==> config.mk <==
export PLATFORM = sky130hd
export DESIGN_NAME = debounced_input_port_flat
export DESIGN_NICKNAME = d
export VERILOG_FILES = /design/src/rtl/debounced_input_port_if.sv /design/src/rtl/debounced_input_port.sv /design/src/flat_wrapper.sv
export SDC_FILE = /design/constraint.sdc
export NUM_CORES = 1
export LEC_CHECK = 0
export CORE_AREA = 2 2 140 87
export DETAILED_ROUTE_END_ITERATION = 12
export DIE_AREA = 0 0 142 89
export DONT_BUFFER_PORTS = 1
export GPL_ROUTABILITY_DRIVEN = 1
export GPL_TIMING_DRIVEN = 0
export MAX_ROUTING_LAYER = met4
export PLACE_DENSITY = 0.58
export SLEW_MARGIN = 20
export SYNTH_ARGS = -nofsm -noshare
export SYNTH_HDL_FRONTEND = slang
export SYNTH_SLANG_ARGS = --single-unit
==> constraint.sdc <==
create_clock -name clk -period 4.1 [get_ports clk]
set_clock_uncertainty 0.1 [all_clocks]
set_input_delay 1.025 -clock clk [delete_from_list [all_inputs] [get_ports clk]]
set_output_delay 1.025 -clock clk [all_outputs]
set_load 0.03 [all_outputs]
==> src/rtl/debounced_input_port_if.sv <==
// debounced_input_port_if
//   Avalon-MM slave bus for the debounced input port, plus its interrupt.
//   Handshake: a transfer happens on any rising clk edge where chipselect is
//   high together with read or write. There is no wait state. Read data comes
//   back registered one cycle later and holds until the next selected read.
//   Ports (modports):
//     master: drives address[2:0], chipselect, read, write, writedata[31:0];
//             receives readdata[31:0], irq
//     slave : the mirror image
interface debounced_input_port_if;
   logic [2:0]  address;
   logic        chipselect;
   logic        read;
   logic        write;
   logic [31:0] writedata;
   logic [31:0] readdata;
   logic        irq;

   modport master (
      output address, chipselect, read, write, writedata,
      input  readdata, irq
   );

   modport slave (
      input  address, chipselect, read, write, writedata,
      output readdata, irq
   );
endinterface

==> src/rtl/debounced_input_port.sv <==
// debounced_input_port
//   Memory-mapped input port for pushbuttons and slide switches. Each channel
//   is optionally inverted and then passed through a 2-FF synchroniser. A
//   per-channel stability counter debounces it, and rising/falling edges are
//   captured under software enables. A masked, level-sensitive interrupt is
//   raised from the captured edges.
//   Ports:
//     clk      : single clock, rising edge
//     reset_n  : asynchronous active-low reset, clears all state
//     in_port  : raw asynchronous inputs, WIDTH bits
//     bus      : Avalon-MM slave (address/chipselect/read/write/writedata,
//                registered readdata) plus irq
//   Register map (word address, bits above WIDTH read 0):
//     0 DATA (RO, debounced)  1 RISE_EN  2 FALL_EN  3 IRQ_MASK
//     4 EDGE_CAP (W1C)        5 RAW (RO, synchronised)  6,7 read 0
module debounced_input_port #(
   parameter int WIDTH           = 4,
   parameter int DEBOUNCE_CYCLES = 50000,
   parameter int INPUT_INVERT    = 0
) (
   input  logic                   clk,
   input  logic                   reset_n,
   input  logic [WIDTH-1:0]       in_port,
   debounced_input_port_if.slave  bus
);

   localparam int CW = $clog2(DEBOUNCE_CYCLES + 1);
   // Counter value at which the next unstable cycle accepts the new level.
   localparam logic [CW-1:0] CNT_LAST = CW'(DEBOUNCE_CYCLES - 1);

   logic [WIDTH-1:0]          in_cond;
   logic [WIDTH-1:0]          sync1;
   logic [WIDTH-1:0]          sync;
   logic [WIDTH-1:0]          stable;
   logic [WIDTH-1:0]          stable_next;
   logic [WIDTH-1:0][CW-1:0]  cnt;
   logic [WIDTH-1:0]          rise_en;
   logic [WIDTH-1:0]          fall_en;
   logic [WIDTH-1:0]          irq_mask;
   logic [WIDTH-1:0]          edge_cap;
   logic [WIDTH-1:0]          edge_set;
   logic [WIDTH-1:0]          edge_clr;
   logic [WIDTH-1:0]          wdata;
   logic [31:0]               rd_mux;
   logic [31:0]               readdata_q;
   logic                      irq_q;
   logic                      wr_en;
   logic                      rd_en;
   logic                      unused_wdata;

   assign in_cond = (INPUT_INVERT != 0) ? ~in_port : in_port;

   always_ff @(posedge clk or negedge reset_n) begin
      if (!reset_n) begin
         sync1 <= '0;
         sync  <= '0;
      end else begin
         sync1 <= in_cond;
         sync  <= sync1;
      end
   end

   // Per-channel debounce. The counter runs only while sync differs from
   // stable. On the cycle it would reach DEBOUNCE_CYCLES it clears and the
   // new level is accepted, so it never wraps.
   for (genvar i = 0; i < WIDTH; i++) begin : g_chan
      logic differs;
      logic accept;
      assign differs        = sync[i] != stable[i];
      assign accept         = differs && (cnt[i] == CNT_LAST);
      assign stable_next[i] = accept ? sync[i] : stable[i];

      always_ff @(posedge clk or negedge reset_n) begin
         if (!reset_n)
            cnt[i] <= '0;
         else if (!differs || accept)
            cnt[i] <= '0;
         else
            cnt[i] <= cnt[i] + 1'b1;
      end
   end

   // Edges come from the stable level about to be registered, so the capture
   // lands on the same edge as the stable update.
   assign edge_set = (stable_next & ~stable & rise_en) |
                     (~stable_next & stable & fall_en);

   assign wr_en    = bus.chipselect & bus.write;
   assign rd_en    = bus.chipselect & bus.read;
   assign wdata    = bus.writedata[WIDTH-1:0];
   assign edge_clr = (wr_en && bus.address == 3'd4) ? wdata : '0;
   assign unused_wdata = ^bus.writedata;

   always_comb begin
      rd_mux = '0;
      case (bus.address)
         3'd0:    rd_mux[WIDTH-1:0] = stable;
         3'd1:    rd_mux[WIDTH-1:0] = rise_en;
         3'd2:    rd_mux[WIDTH-1:0] = fall_en;
         3'd3:    rd_mux[WIDTH-1:0] = irq_mask;
         3'd4:    rd_mux[WIDTH-1:0] = edge_cap;
         3'd5:    rd_mux[WIDTH-1:0] = sync;
         default: rd_mux = '0;
      endcase
   end

   always_ff @(posedge clk or negedge reset_n) begin
      if (!reset_n) begin
         stable     <= '0;
         rise_en    <= '0;
         fall_en    <= '0;
         irq_mask   <= '0;
         edge_cap   <= '0;
         readdata_q <= '0;
         irq_q      <= 1'b0;
      end else begin
         stable <= stable_next;
         // Set is ORed in after the clear so a same-cycle edge survives W1C.
         edge_cap <= (edge_cap & ~edge_clr) | edge_set;
         if (wr_en && bus.address == 3'd1) rise_en  <= wdata;
         if (wr_en && bus.address == 3'd2) fall_en  <= wdata;
         if (wr_en && bus.address == 3'd3) irq_mask <= wdata;
         if (rd_en) readdata_q <= rd_mux;
         irq_q <= |(edge_cap & irq_mask);
      end
   end

   assign bus.readdata = readdata_q;
   assign bus.irq      = irq_q;

endmodule

==> src/flat_wrapper.sv <==
// flat-port wrapper written by rule: the top's interface ports become plain ports
module debounced_input_port_flat 
#(
   parameter int WIDTH           = 4,
   parameter int DEBOUNCE_CYCLES = 50000,
   parameter int INPUT_INVERT    = 0
)
  (clk, reset_n, in_port, bus_address, bus_chipselect, bus_read, bus_write, bus_writedata, bus_readdata, bus_irq);
  debounced_input_port_if bus_i ();
  input  logic clk;
  input  logic reset_n;
  input  logic [WIDTH-1:0] in_port;
  input wire logic [$bits(bus_i.address)-1:0] bus_address;
  input wire logic [$bits(bus_i.chipselect)-1:0] bus_chipselect;
  input wire logic [$bits(bus_i.read)-1:0] bus_read;
  input wire logic [$bits(bus_i.write)-1:0] bus_write;
  input wire logic [$bits(bus_i.writedata)-1:0] bus_writedata;
  output wire logic [$bits(bus_i.readdata)-1:0] bus_readdata;
  output wire logic [$bits(bus_i.irq)-1:0] bus_irq;
  assign bus_i.address = bus_address;
  assign bus_i.chipselect = bus_chipselect;
  assign bus_i.read = bus_read;
  assign bus_i.write = bus_write;
  assign bus_i.writedata = bus_writedata;
  assign bus_readdata = bus_i.readdata;
  assign bus_irq = bus_i.irq;
  debounced_input_port #(.WIDTH(WIDTH), .DEBOUNCE_CYCLES(DEBOUNCE_CYCLES), .INPUT_INVERT(INPUT_INVERT)) u_core (.clk(clk), .reset_n(reset_n), .in_port(in_port), .bus(bus_i));
endmodule
==> impl_metrics.py <==
metrics = {
    "status": {
        "outcome": "finished, final reports clean",
    },
    "global_routing": {
        "grt_overflow": 0,
        "grt_max_degree": 98,
        "grt_pass1_wl_mm": 15.9,
        "antenna_found_initial": 0,
        "grtUsageTotal_pct": 16.8,
        "grt_pass1_vias": 3133,
    },
    "clock_network": {
        "cts.htree.levels": 3,
        "cts_resized": 0,
        "clk_pin_slew_ns": 0.07,
        "root_buffer": "clkbuf_16",
        "clock_latency_ns": 0.34,
        "cts_tree": "yes",
        "clock_path_buffers": 2,
        "cts_buffers": 9,
        "clock_sinks": 97,
        "cts_setup_buffers": 0,
        "hold_buffers": 0,
    },
    "placement": {
        "dp_slack_ns": 1.40,
        "gp_congestion": 0.847,
        "place_hpwl_mm": 6.72,
        "numPortBuffers": 0,
        "placed_area_sq_um": 5100,
    },
    "flow_run": {
        "maxCapViolCount": 0,
    },
    "power": {
        "total_power_w": 0.00215,
        "p_per_area_nw_per_um2": 396,
        "vdd_drop_max_mv": 0.235,
        "p_leak_nw": 2.24,
    },
    "setup_path": {
        "critPathKind": "in2reg",
        "cp_slowest_cell": "nor4b_1",
        "arrival_ns": 2.58,
        "r2r-end": "u_core.cnt[9]",
        "reg2reg_slack_ns": 2.06,
        "start_kind": "primary input",
        "critical_path.cell_chain": "clkbuf_1, buf_2, nor4b_1, nand2_1, o2bb2ai_1",
        "crit_fanout": 10,
        "slowest_delay_ns": 0.89,
        "crit_path_end_kind": "register",
        "r2r_start": "u_core.cnt[0]",
        "worstPathRequired_ns": 4.22,
        "r2r_cells": 6,
    },
    "cells_and_area": {
        "num_antenna_cells": 0,
        "multi_input_area_sq_um": 2180,
        "nFillCells": 1024,
        "drive_gt1_share_pct": 15.8,
        "fin_util_pct": 48.2,
        "area_growth_pct": 12.3,
        "finalNetCount": 550,
        "final-seq-area_sq_um": 2430,
        "final_cell_area_sq_um": 5410,
    },
    "timing": {
        "finalCriticalPeriod_ns": 2.46,
        "hold_violations": 0,
        "rsz0062_at_grt": "no",
        "layout_setup_ws_ns": 1.64,
        "final_max_slew_viol_count": 0,
        "setup_violations": 0,
        "period_share_pct": 60.0,
        "setup-tns-final_ns": 0,
        "fmax_ghz": 0.407,
        "maxSlewHeadroom_pct": 27.7,
        "worstMarginPinSlew_ns": 1.07,
    },
    "synth": {
        "synth.distinct_cells": 40,
        "ys_seq_elements": 97,
        "synth.area.top_cells": "dfrtp_1, xnor2_1, nor2_1",
        "synth-seq-area-share_pct": 50.4,
        "synthTopCellsByCount": "dfrtp_1, nor2_1, xnor2_1",
        "netlist_instances": 464,
        "synth_ff_type": "dfrtp_1",
        "yosys.area.top_type": "dfrtp_1",
        "synth.most_common_cell": "dfrtp_1",
        "synth_area_sq_um": 4820,
        "ys_async_sr_fraction_pct": 100,
        "synth_edf_count": 0,
        "yosys_warnings": 0,
        "synth_top_cell_area_share_pct": 50.4,
        "avgSynthCellArea_sq_um": 10.4,
    },
    "route": {
        "drt_iter0_drc": 199,
        "wl_per_cell_um": 14.7,
        "drtAntennaViolNets": 0,
        "drc": 0,
        "vias_per_cell": 5.10,
        "drtPass1Iterations": 4,
        "vias": 3321,
        "wl_mm": 9.54,
    },
    "worst_hold_path": {
        "holdPathStages": 0,
        "hold_start": "u_core.sync1[2]",
        "hold_end": "u_core.sync[2]",
        "min_path_type": "reg2reg",
    },
    "floorplan": {
        "die_x_um": 142,
        "coreArea_sq_um": 11200,
        "start_util_pct": 42.9,
        "placementRows": 30,
        "die_h_um": 89,
        "die-area_sq_um": 12600,
        "ios": 77,
    },
}
[sequential cells by signal, indices dropped and copies added (netlist names)]
| register | count |
|---|---|
| u_core.bus.irq | 1 |
| u_core.bus.readdata | 4 |
| u_core.rise_en | 4 |
| u_core.sync | 4 |
| u_core.edge_cap | 4 |
| u_core.fall_en | 4 |
| u_core.sync1 | 4 |
| u_core.cnt | 64 |
| u_core.irq_mask | 4 |
| u_core.stable | 4 |
[cell type report]
cell class              count  share of cell area, %
clock buffers              10                   4.42
clock inverters             6                   1.34
plain buffers              35                   4.51
well taps                 144                   3.33
multi-input cells         341                   40.3
inverters                  18                   1.25
flip-flops and latches     97                   44.9
[worst max-delay path, delay by kind of cell]
kind / cells / cell delay [ns]
buffers and inverters: 2 / 0.39
and+or+nand+nor: 2 / 1.02
AOI/OAI and AO/OA: 1 / 0.15
[cells by family after synthesis]
kind of cell    count (synthesis)  synth area share, %
fa+ha+maj                       4                 1.04
mux                            25                 5.97
xor+xnor                       52                 9.45
other cells                     1               0.0778
flops                          97                 50.4
buf+inv                        53                 6.47
compound gates                 35                 4.80
simple gates                  197                 21.8
[how the worst max path moves through the flow]
stage	endpoint	cells past startpoint	startpoint	slack, ns
after floorplan	u_core.rise_en[0]	4	bus_address[0]	1.78
after global placement	u_core.edge_cap[3]	5	bus_address[0]	1.40
after detailed placement	u_core.edge_cap[3]	5	bus_address[0]	1.40
after CTS	u_core.edge_cap[3]	5	bus_address[0]	1.77
after global routing	u_core.edge_cap[0]	5	bus_address[0]	1.54
final	u_core.edge_cap[3]	5	bus_address[0]	1.64
[where the power goes]
part	internal (W)	leakage, nW	switching, W
sequential	0.00102	1.29	0.0000719
clock	0.000497	0.150	0.000382
combinational	0.0000838	0.804	0.0000941
[layout by cell type (no fill, tap or decap), drive strengths merged, types with 7 or more instances in the layout]
cell type / synthesis / final
nor2b: 8 / 8
a21oi: 7 / 7
nor3: 10 / 10
buf: 34 / 34
conb: 1 / 28
nand2: 23 / 23
nand4: 19 / 19
clkbuf: 1 / 11
inv: 18 / 21
nor4: 19 / 19
xnor2: 45 / 45
nand3: 21 / 21
o21ai: 10 / 10
dfrtp: 97 / 97
nor2: 71 / 71
mux2: 20 / 20
xor2: 7 / 7
[layer usage]
layer	part of all wire [%]	GRT usage (%)	vias to the layer above	wire, um
met5	0	-	-	0
met4	0.89	4.36	0	85
met3	5.4	5.62	9	514
met2	40	22.1	63	3820
met1	54	24.4	1601	5120
li1	-	-	1648	-
[per-stage QoR]
step                std cells  hold WS (ns)
CTS                       651         0.252
floorplan                 491         0.231
finish                    651         0.252
global route              651         0.244
global placement          635         0.232
detailed placement        635         0.236
(Power assumes the default switching activity.)
